## src/rtl/uart_lb_pkg.sv

```systemverilog
// uart_lb_pkg: shared types and constants for the UART loopback controller.
//   lb_state_e   - transmit handshake FSM states
//   TERM_DEFAULT - default line terminator (LF)
//   DropCntW     - width of the saturating drop counter
package uart_lb_pkg;

  typedef enum logic [1:0] {
    IDLE      = 2'd0,
    ISSUE     = 2'd1,
    WAIT_ACK  = 2'd2,
    WAIT_DONE = 2'd3
  } lb_state_e;

  localparam logic [7:0] TERM_DEFAULT = 8'h0A;
  localparam int         DropCntW     = 16;

endpackage

```

## src/rtl/uart_lb_fifo.sv

```systemverilog
// uart_lb_fifo: Width x Depth circular buffer with occupancy counter.
//   i_clk, i_rst_n   clock, async active-low reset
//   i_wr, i_wr_data  write request; ignored when o_full (pre-edge value)
//   i_rd             read request; ignored when o_empty
//   o_rd_data        word at the read pointer (combinational)
//   o_level          occupancy 0..Depth
//   o_empty, o_full  derived from the registered level
// Depth must be a power of two so pointers wrap by natural overflow.
module uart_lb_fifo #(
  parameter int Width = 8,
  parameter int Depth = 16,
  parameter int AddrW = $clog2(Depth),
  parameter int LvlW  = $clog2(Depth) + 1
) (
  input  logic             i_clk,
  input  logic             i_rst_n,
  input  logic             i_wr,
  input  logic [Width-1:0] i_wr_data,
  input  logic             i_rd,
  output logic [Width-1:0] o_rd_data,
  output logic [LvlW-1:0]  o_level,
  output logic             o_empty,
  output logic             o_full
);

  logic [Width-1:0] mem [Depth];
  logic [AddrW-1:0] wr_ptr, rd_ptr;
  logic             wr_en, rd_en;

  // Full/empty come from the registered level, so a read in the same
  // cycle never rescues a write attempted at full.
  assign o_empty   = (o_level == '0);
  assign o_full    = (o_level == LvlW'(Depth));
  assign wr_en     = i_wr & ~o_full;
  assign rd_en     = i_rd & ~o_empty;
  assign o_rd_data = mem[rd_ptr];

  always_ff @(posedge i_clk) begin
    if (wr_en) mem[wr_ptr] <= i_wr_data;
  end

  always_ff @(posedge i_clk or negedge i_rst_n) begin
    if (!i_rst_n) begin
      wr_ptr  <= '0;
      rd_ptr  <= '0;
      o_level <= '0;
    end else begin
      if (wr_en) wr_ptr <= wr_ptr + 1'b1;
      if (rd_en) rd_ptr <= rd_ptr + 1'b1;
      case ({wr_en, rd_en})
        2'b10:   o_level <= o_level + 1'b1;
        2'b01:   o_level <= o_level - 1'b1;
        default: o_level <= o_level;
      endcase
    end
  end

endmodule

```

## src/rtl/uart_loopback_ctrl.sv

```systemverilog
// uart_loopback_ctrl: buffers words from a UART receiver and drains them to
// a UART transmitter with a strobe/busy handshake.
//   i_clk, i_rst_n     clock, async active-low reset
//   i_rx_valid/byte    one-cycle receive strobe and word
//   i_tx_busy          transmitter busy
//   i_line_mode        1 = only drain once a complete line is buffered
//   o_tx_enable/byte   one-cycle transmit strobe; byte held until next issue
//   o_level            FIFO occupancy; o_empty/o_full/o_almost_full flags
//   o_drop_count       saturating count of words lost at full
// Optional: define UART_LB_UPCASE_EN to convert a..z to A..Z on the way out
// (Width==8 only). Line detection always uses the stored word.
module uart_loopback_ctrl
  import uart_lb_pkg::*;
#(
  parameter int               Width      = 8,
  parameter int               Depth      = 16,
  parameter int               AfThresh   = 12,
  parameter logic [Width-1:0] Terminator = Width'(TERM_DEFAULT),
  parameter int               AckTimeout = 4,
  parameter int               LvlW       = $clog2(Depth) + 1
) (
  input  logic                i_clk,
  input  logic                i_rst_n,
  input  logic                i_rx_valid,
  input  logic [Width-1:0]    i_rx_byte,
  input  logic                i_tx_busy,
  input  logic                i_line_mode,
  output logic                o_tx_enable,
  output logic [Width-1:0]    o_tx_byte,
  output logic [LvlW-1:0]     o_level,
  output logic                o_empty,
  output logic                o_full,
  output logic                o_almost_full,
  output logic [DropCntW-1:0] o_drop_count
);

  localparam int              TmrW  = $clog2(AckTimeout + 1);
  localparam logic [TmrW-1:0] TmrLast = TmrW'(AckTimeout - 1);
  localparam logic [LvlW-1:0] AfLvl = LvlW'(AfThresh);

  lb_state_e        state_q, state_d;
  logic [TmrW-1:0]  timer_q;
  logic [LvlW-1:0]  line_cnt;
  logic [Width-1:0] rd_data, tx_word;
  logic             drain_ok, issue, wr_ok, term_in, term_out;

  uart_lb_fifo #(.Width(Width), .Depth(Depth)) u_fifo (
    .i_clk     (i_clk),
    .i_rst_n   (i_rst_n),
    .i_wr      (i_rx_valid),
    .i_wr_data (i_rx_byte),
    .i_rd      (issue),
    .o_rd_data (rd_data),
    .o_level   (o_level),
    .o_empty   (o_empty),
    .o_full    (o_full)
  );

  assign o_almost_full = (o_level >= AfLvl);
  assign wr_ok         = i_rx_valid & ~o_full;

  // Full without a terminator still drains, otherwise line mode deadlocks.
  assign drain_ok = ~o_empty & (~i_line_mode | (line_cnt != '0) | o_full);

  // FSM: state register
  always_ff @(posedge i_clk or negedge i_rst_n) begin
    if (!i_rst_n) state_q <= IDLE;
    else          state_q <= state_d;
  end

  // FSM: next state
  always_comb begin
    state_d = state_q;
    case (state_q)
      IDLE:      if (drain_ok && !i_tx_busy) state_d = ISSUE;
      ISSUE:     state_d = WAIT_ACK;
      // A strobe the transmitter never acknowledges is abandoned, not resent.
      WAIT_ACK:  if (i_tx_busy)              state_d = WAIT_DONE;
                 else if (timer_q == TmrLast) state_d = IDLE;
      WAIT_DONE: if (!i_tx_busy)             state_d = IDLE;
      default:   state_d = IDLE;
    endcase
  end

  // FSM: outputs (the pop is taken on the IDLE->ISSUE edge)
  always_comb begin
    issue = (state_q == IDLE) & drain_ok & ~i_tx_busy;
  end

  always_comb begin
    tx_word = rd_data;
`ifdef UART_LB_UPCASE_EN
    if (Width == 8 && rd_data >= Width'(8'h61) && rd_data <= Width'(8'h7A))
      tx_word = rd_data - Width'(8'h20);
`endif
  end

  always_ff @(posedge i_clk or negedge i_rst_n) begin
    if (!i_rst_n) begin
      o_tx_enable <= 1'b0;
      o_tx_byte   <= '0;
      timer_q     <= '0;
    end else begin
      o_tx_enable <= issue;
      if (issue) o_tx_byte <= tx_word;
      timer_q <= (state_q == WAIT_ACK) ? timer_q + 1'b1 : '0;
    end
  end

  assign term_in  = wr_ok & (i_rx_byte == Terminator);
  assign term_out = issue & (rd_data == Terminator);

  always_ff @(posedge i_clk or negedge i_rst_n) begin
    if (!i_rst_n) begin
      line_cnt     <= '0;
      o_drop_count <= '0;
    end else begin
      case ({term_in, term_out})
        2'b10:   line_cnt <= line_cnt + 1'b1;
        2'b01:   line_cnt <= line_cnt - 1'b1;
        default: line_cnt <= line_cnt;
      endcase
      if (i_rx_valid && o_full && o_drop_count != '1)
        o_drop_count <= o_drop_count + 1'b1;
    end
  end

endmodule

```

## config.mk

```make
export PLATFORM = sky130hd
export DESIGN_NAME = uart_loopback_ctrl
export DESIGN_NICKNAME = d
export VERILOG_FILES = /design/src/rtl/uart_lb_pkg.sv /design/src/rtl/uart_lb_fifo.sv /design/src/rtl/uart_loopback_ctrl.sv
export SDC_FILE = /design/constraint.sdc
export NUM_CORES = 1
export LEC_CHECK = 0
export CAP_MARGIN = 20
export CORE_AREA = 2 2 100 126
export CTS_CLUSTER_DIAMETER = 80
export CTS_CLUSTER_SIZE = 8
export DETAILED_ROUTE_END_ITERATION = 6
export DIE_AREA = 0 0 102 128
export PLACE_DENSITY_LB_ADDON = 0.2
export SLEW_MARGIN = 10
export SYNTH_ARGS = -nofsm -noshare
export SYNTH_HDL_FRONTEND = slang
export SYNTH_SLANG_ARGS = --single-unit
export TNS_END_PERCENT = 50
```

## constraint.sdc

```tcl
create_clock -name i_clk -period 8.2 [get_ports i_clk]
set_clock_uncertainty 0.15 [all_clocks]
set_input_delay 2.46 -clock i_clk [delete_from_list [all_inputs] [get_ports i_clk]]
set_output_delay 2.46 -clock i_clk [all_outputs]
set_load 0.005 [all_outputs]
```

==> impl_metrics.tcl <==
set metrics [dict create \
    status "complete, no violations" \
    rr_startpoint "u_fifo.rd_ptr[0]" \
    fillers 752 \
    rsz0062_at_grt "no" \
    setup-violations-final 0 \
    fp.dieW_um 102 \
    ir_drop_mv 0.1653 \
    first_pass_iters 5 \
    port_buffers 45 \
    slew_headroom_pct 24.92 \
    grt_pass1_vias 3933 \
    hold_end "timer_q[0]" \
    dp_cells 627 \
    gp_congestion 0.7583 \
    clock-sinks 176 \
    synth_cell_types 46 \
    p_total_mw 2.704 \
    postCtsHoldBufs 0 \
    syn-num-nets 461 \
    worst_slack_ps 3054 \
    clock_latency_ps 420 \
    drt_iter0_drc 312 \
    root_buffer "clkbuf_16" \
    fin_tns_setup_ps 0 \
    synth_area_per_cell_um2 17.16 \
    arrival_ps 5290 \
    end_kind "register" \
    coreArea_um2 11940 \
    ioPinCount 46 \
    drv_slew 0 \
    yosys.area.top_type "edfxtp_1" \
    layout.cells.non_filler 661 \
    post-cts-setup-buffers 0 \
    synth.cell_area_um2 7377 \
    yosysSeqAreaShare_pct 68.39 \
    power_density_nw_per_um2 315.0 \
    num_antenna_cells 0 \
    hold_start "timer_q[0]" \
    grt_pass1_wl_um 21910 \
    fin_crit_sh_pct 62.76 \
    gr-total-overflow 0 \
    met1_length_um 5830 \
    cts.path.max_buffers 2 \
    tightest_slew_ps 1120 \
    synth_seq_cells 176 \
    die-area_um2 13060 \
    power.leakage_nw 3.144 \
    nets 515 \
    rr_worst_depth 12 \
    critPathLaunchType "input port" \
    hold_viol_final 0 \
    synth.most_common_cell "edfxtp_1" \
    maxCapViolations 0 \
    async_flop_share_pct 27.27 \
    cp_data_required_time_ps 8350 \
    rows 45 \
    wl_per_cell_um 21.76 \
    synth_edf_count 128 \
    routed_wl_um 14390 \
    holdWs_ps 279.3 \
    period_needed_ps 5146 \
    top_layer_used "met4" \
    area_growth_pct 16.37 \
    grt_util_all_layers_pct 23.62 \
    synth_top_cell_area_share_pct 52.10 \
    worstPathMaxFanout 17 \
    drive_gt1_share_pct 14.89 \
    cts_made_buffers 17 \
    die_h_um 128 \
    remaining_drc_errors 0 \
    vias 3989 \
    antenna_left 0 \
    synthTopCellsByArea "edfxtp_1 (52%), dfrtp_1 (16%), mux4_2 (7.0%)" \
    hold_path.class "reg2reg" \
    synth_commonest_cells "edfxtp_1 (128), dfrtp_1 (48), nor2_1 (24)" \
    regToRegSetupSlack_ps 3900 \
    via_per_inst 6.035 \
    yosys_warnings 0 \
    crit_type "in2reg" \
    clk_pin_slew_worst_paths_ps 70 \
    max_clock_freq_mhz 194.3 \
    dp.final_hpwl_um 8766 \
    cts_resized 0 \
    rr_endpoint "line_cnt[4]" \
    htreeDepth 4 \
    initial_core_util_pct 61.80 \
    grt_antenna_before_repair 0 \
    pre_cts_ws_ps 2666 \
    wl_met3_um 587 \
    worstHoldPathCells 1 \
    syn_inst 430 \
    cts_tree "yes" \
    wl_met2_um 7703 \
    yosys_most_used_dff "edfxtp_1" \
    grt_max_degree 49 \
]
==> layout make-up <==
class                           count  area [um2]  share of cell area, %
Sequential cell                   176        5046                  58.78
Multi-Input combinational cell    225        2197                  25.59
Timing Repair Buffer               51       494.2                  5.757
Clock buffer                       20       436.7                  5.087
Tap cell                          164       205.2                  2.390
Clock inverter                     12       156.4                  1.822
Inverter                           13       48.80                 0.5684
==> kinds of logic after synthesis <==
kind of cell	count (synthesis)	share of synthesized area, %
AND/OR/NAND/NOR	98	7.208
adder cells (fa/ha/maj)	18	3.256
AO/OA/AOI/OAI	32	2.866
XOR/XNOR	30	3.562
multiplexers	47	12.62
flip-flops	176	68.39
buffers and inverters	29	2.103
==> worst max-delay path: stages <==
cell             delay [ps]
clkdlybuf4s50_1         810
nor4bb_1                360
nand3_1                 170
ha_1                    330
fa_1                    440
a21o_1                  190
a21oi_1                 170
xor2_1                  160
nor2_1                   60
xor2_1                  140
==> flip-flops by register name, indices dropped and copies added (netlist names) <==
register	cells
u_fifo.o_level	5
u_fifo.mem	128
u_fifo.wr_ptr	4
state_q	2
o_drop_count	16
o_tx_byte	8
timer_q	3
line_cnt	5
o_tx_enable	1
u_fifo.rd_ptr	4
==> worst max-delay path by stage <==
stage / start / endpoint / depth (start not counted)
2_1_floorplan: i_line_mode / line_cnt[4] / 12
3_3_place_gp: i_rx_byte[3] / line_cnt[4] / 10
3_5_place_dp: i_rx_byte[3] / line_cnt[4] / 10
6_report: i_rx_byte[3] / line_cnt[4] / 10
4_1_cts: i_line_mode / line_cnt[4] / 13
5_1_grt: i_line_mode / line_cnt[4] / 13
==> through the flow <==
| stage | area, um2 | utilization [%] |
|---|---|---|
| finish | 8584 | 71.92 |
| global route | 8584 | 71.92 |
| CTS | 8566 | 71.76 |
| detailed placement | 7973 | 66.79 |
| global placement | 7973 | 66.79 |
| floorplan | 7377 | - |
==> layer usage <==
layer  up-vias  global-route usage [%]
li1       1756                       -
met1      2070                   29.81
met2       141                   40.05
met3        22                   5.943
met4         0                   7.922
met5         -                       0
==> power breakdown <==
| part | switching (mW) | leakage, nW | internal [mW] |
|---|---|---|---|
| clock | 0.332 | 0.276 | 0.482 |
| sequential | 0.0875 | 1.78 | 1.09 |
| combinational | 0.358 | 1.09 | 0.354 |
| total | 0.778 | 3.14 | 1.93 |
==> cell usage in the layout (no fill, tap or decap), drive strengths merged, types with 8 or more instances in the layout <==
master and count:
nand2 19, ha 16, dfrtp 48, inv 17, mux2 8, clkbuf 20
o21ai 8, nor2 24, nand3 11, clkdlybuf4s50 44, xnor2 19, edfxtp 128
mux4 33, xor2 11
Power figures use the tool's default switching activity.
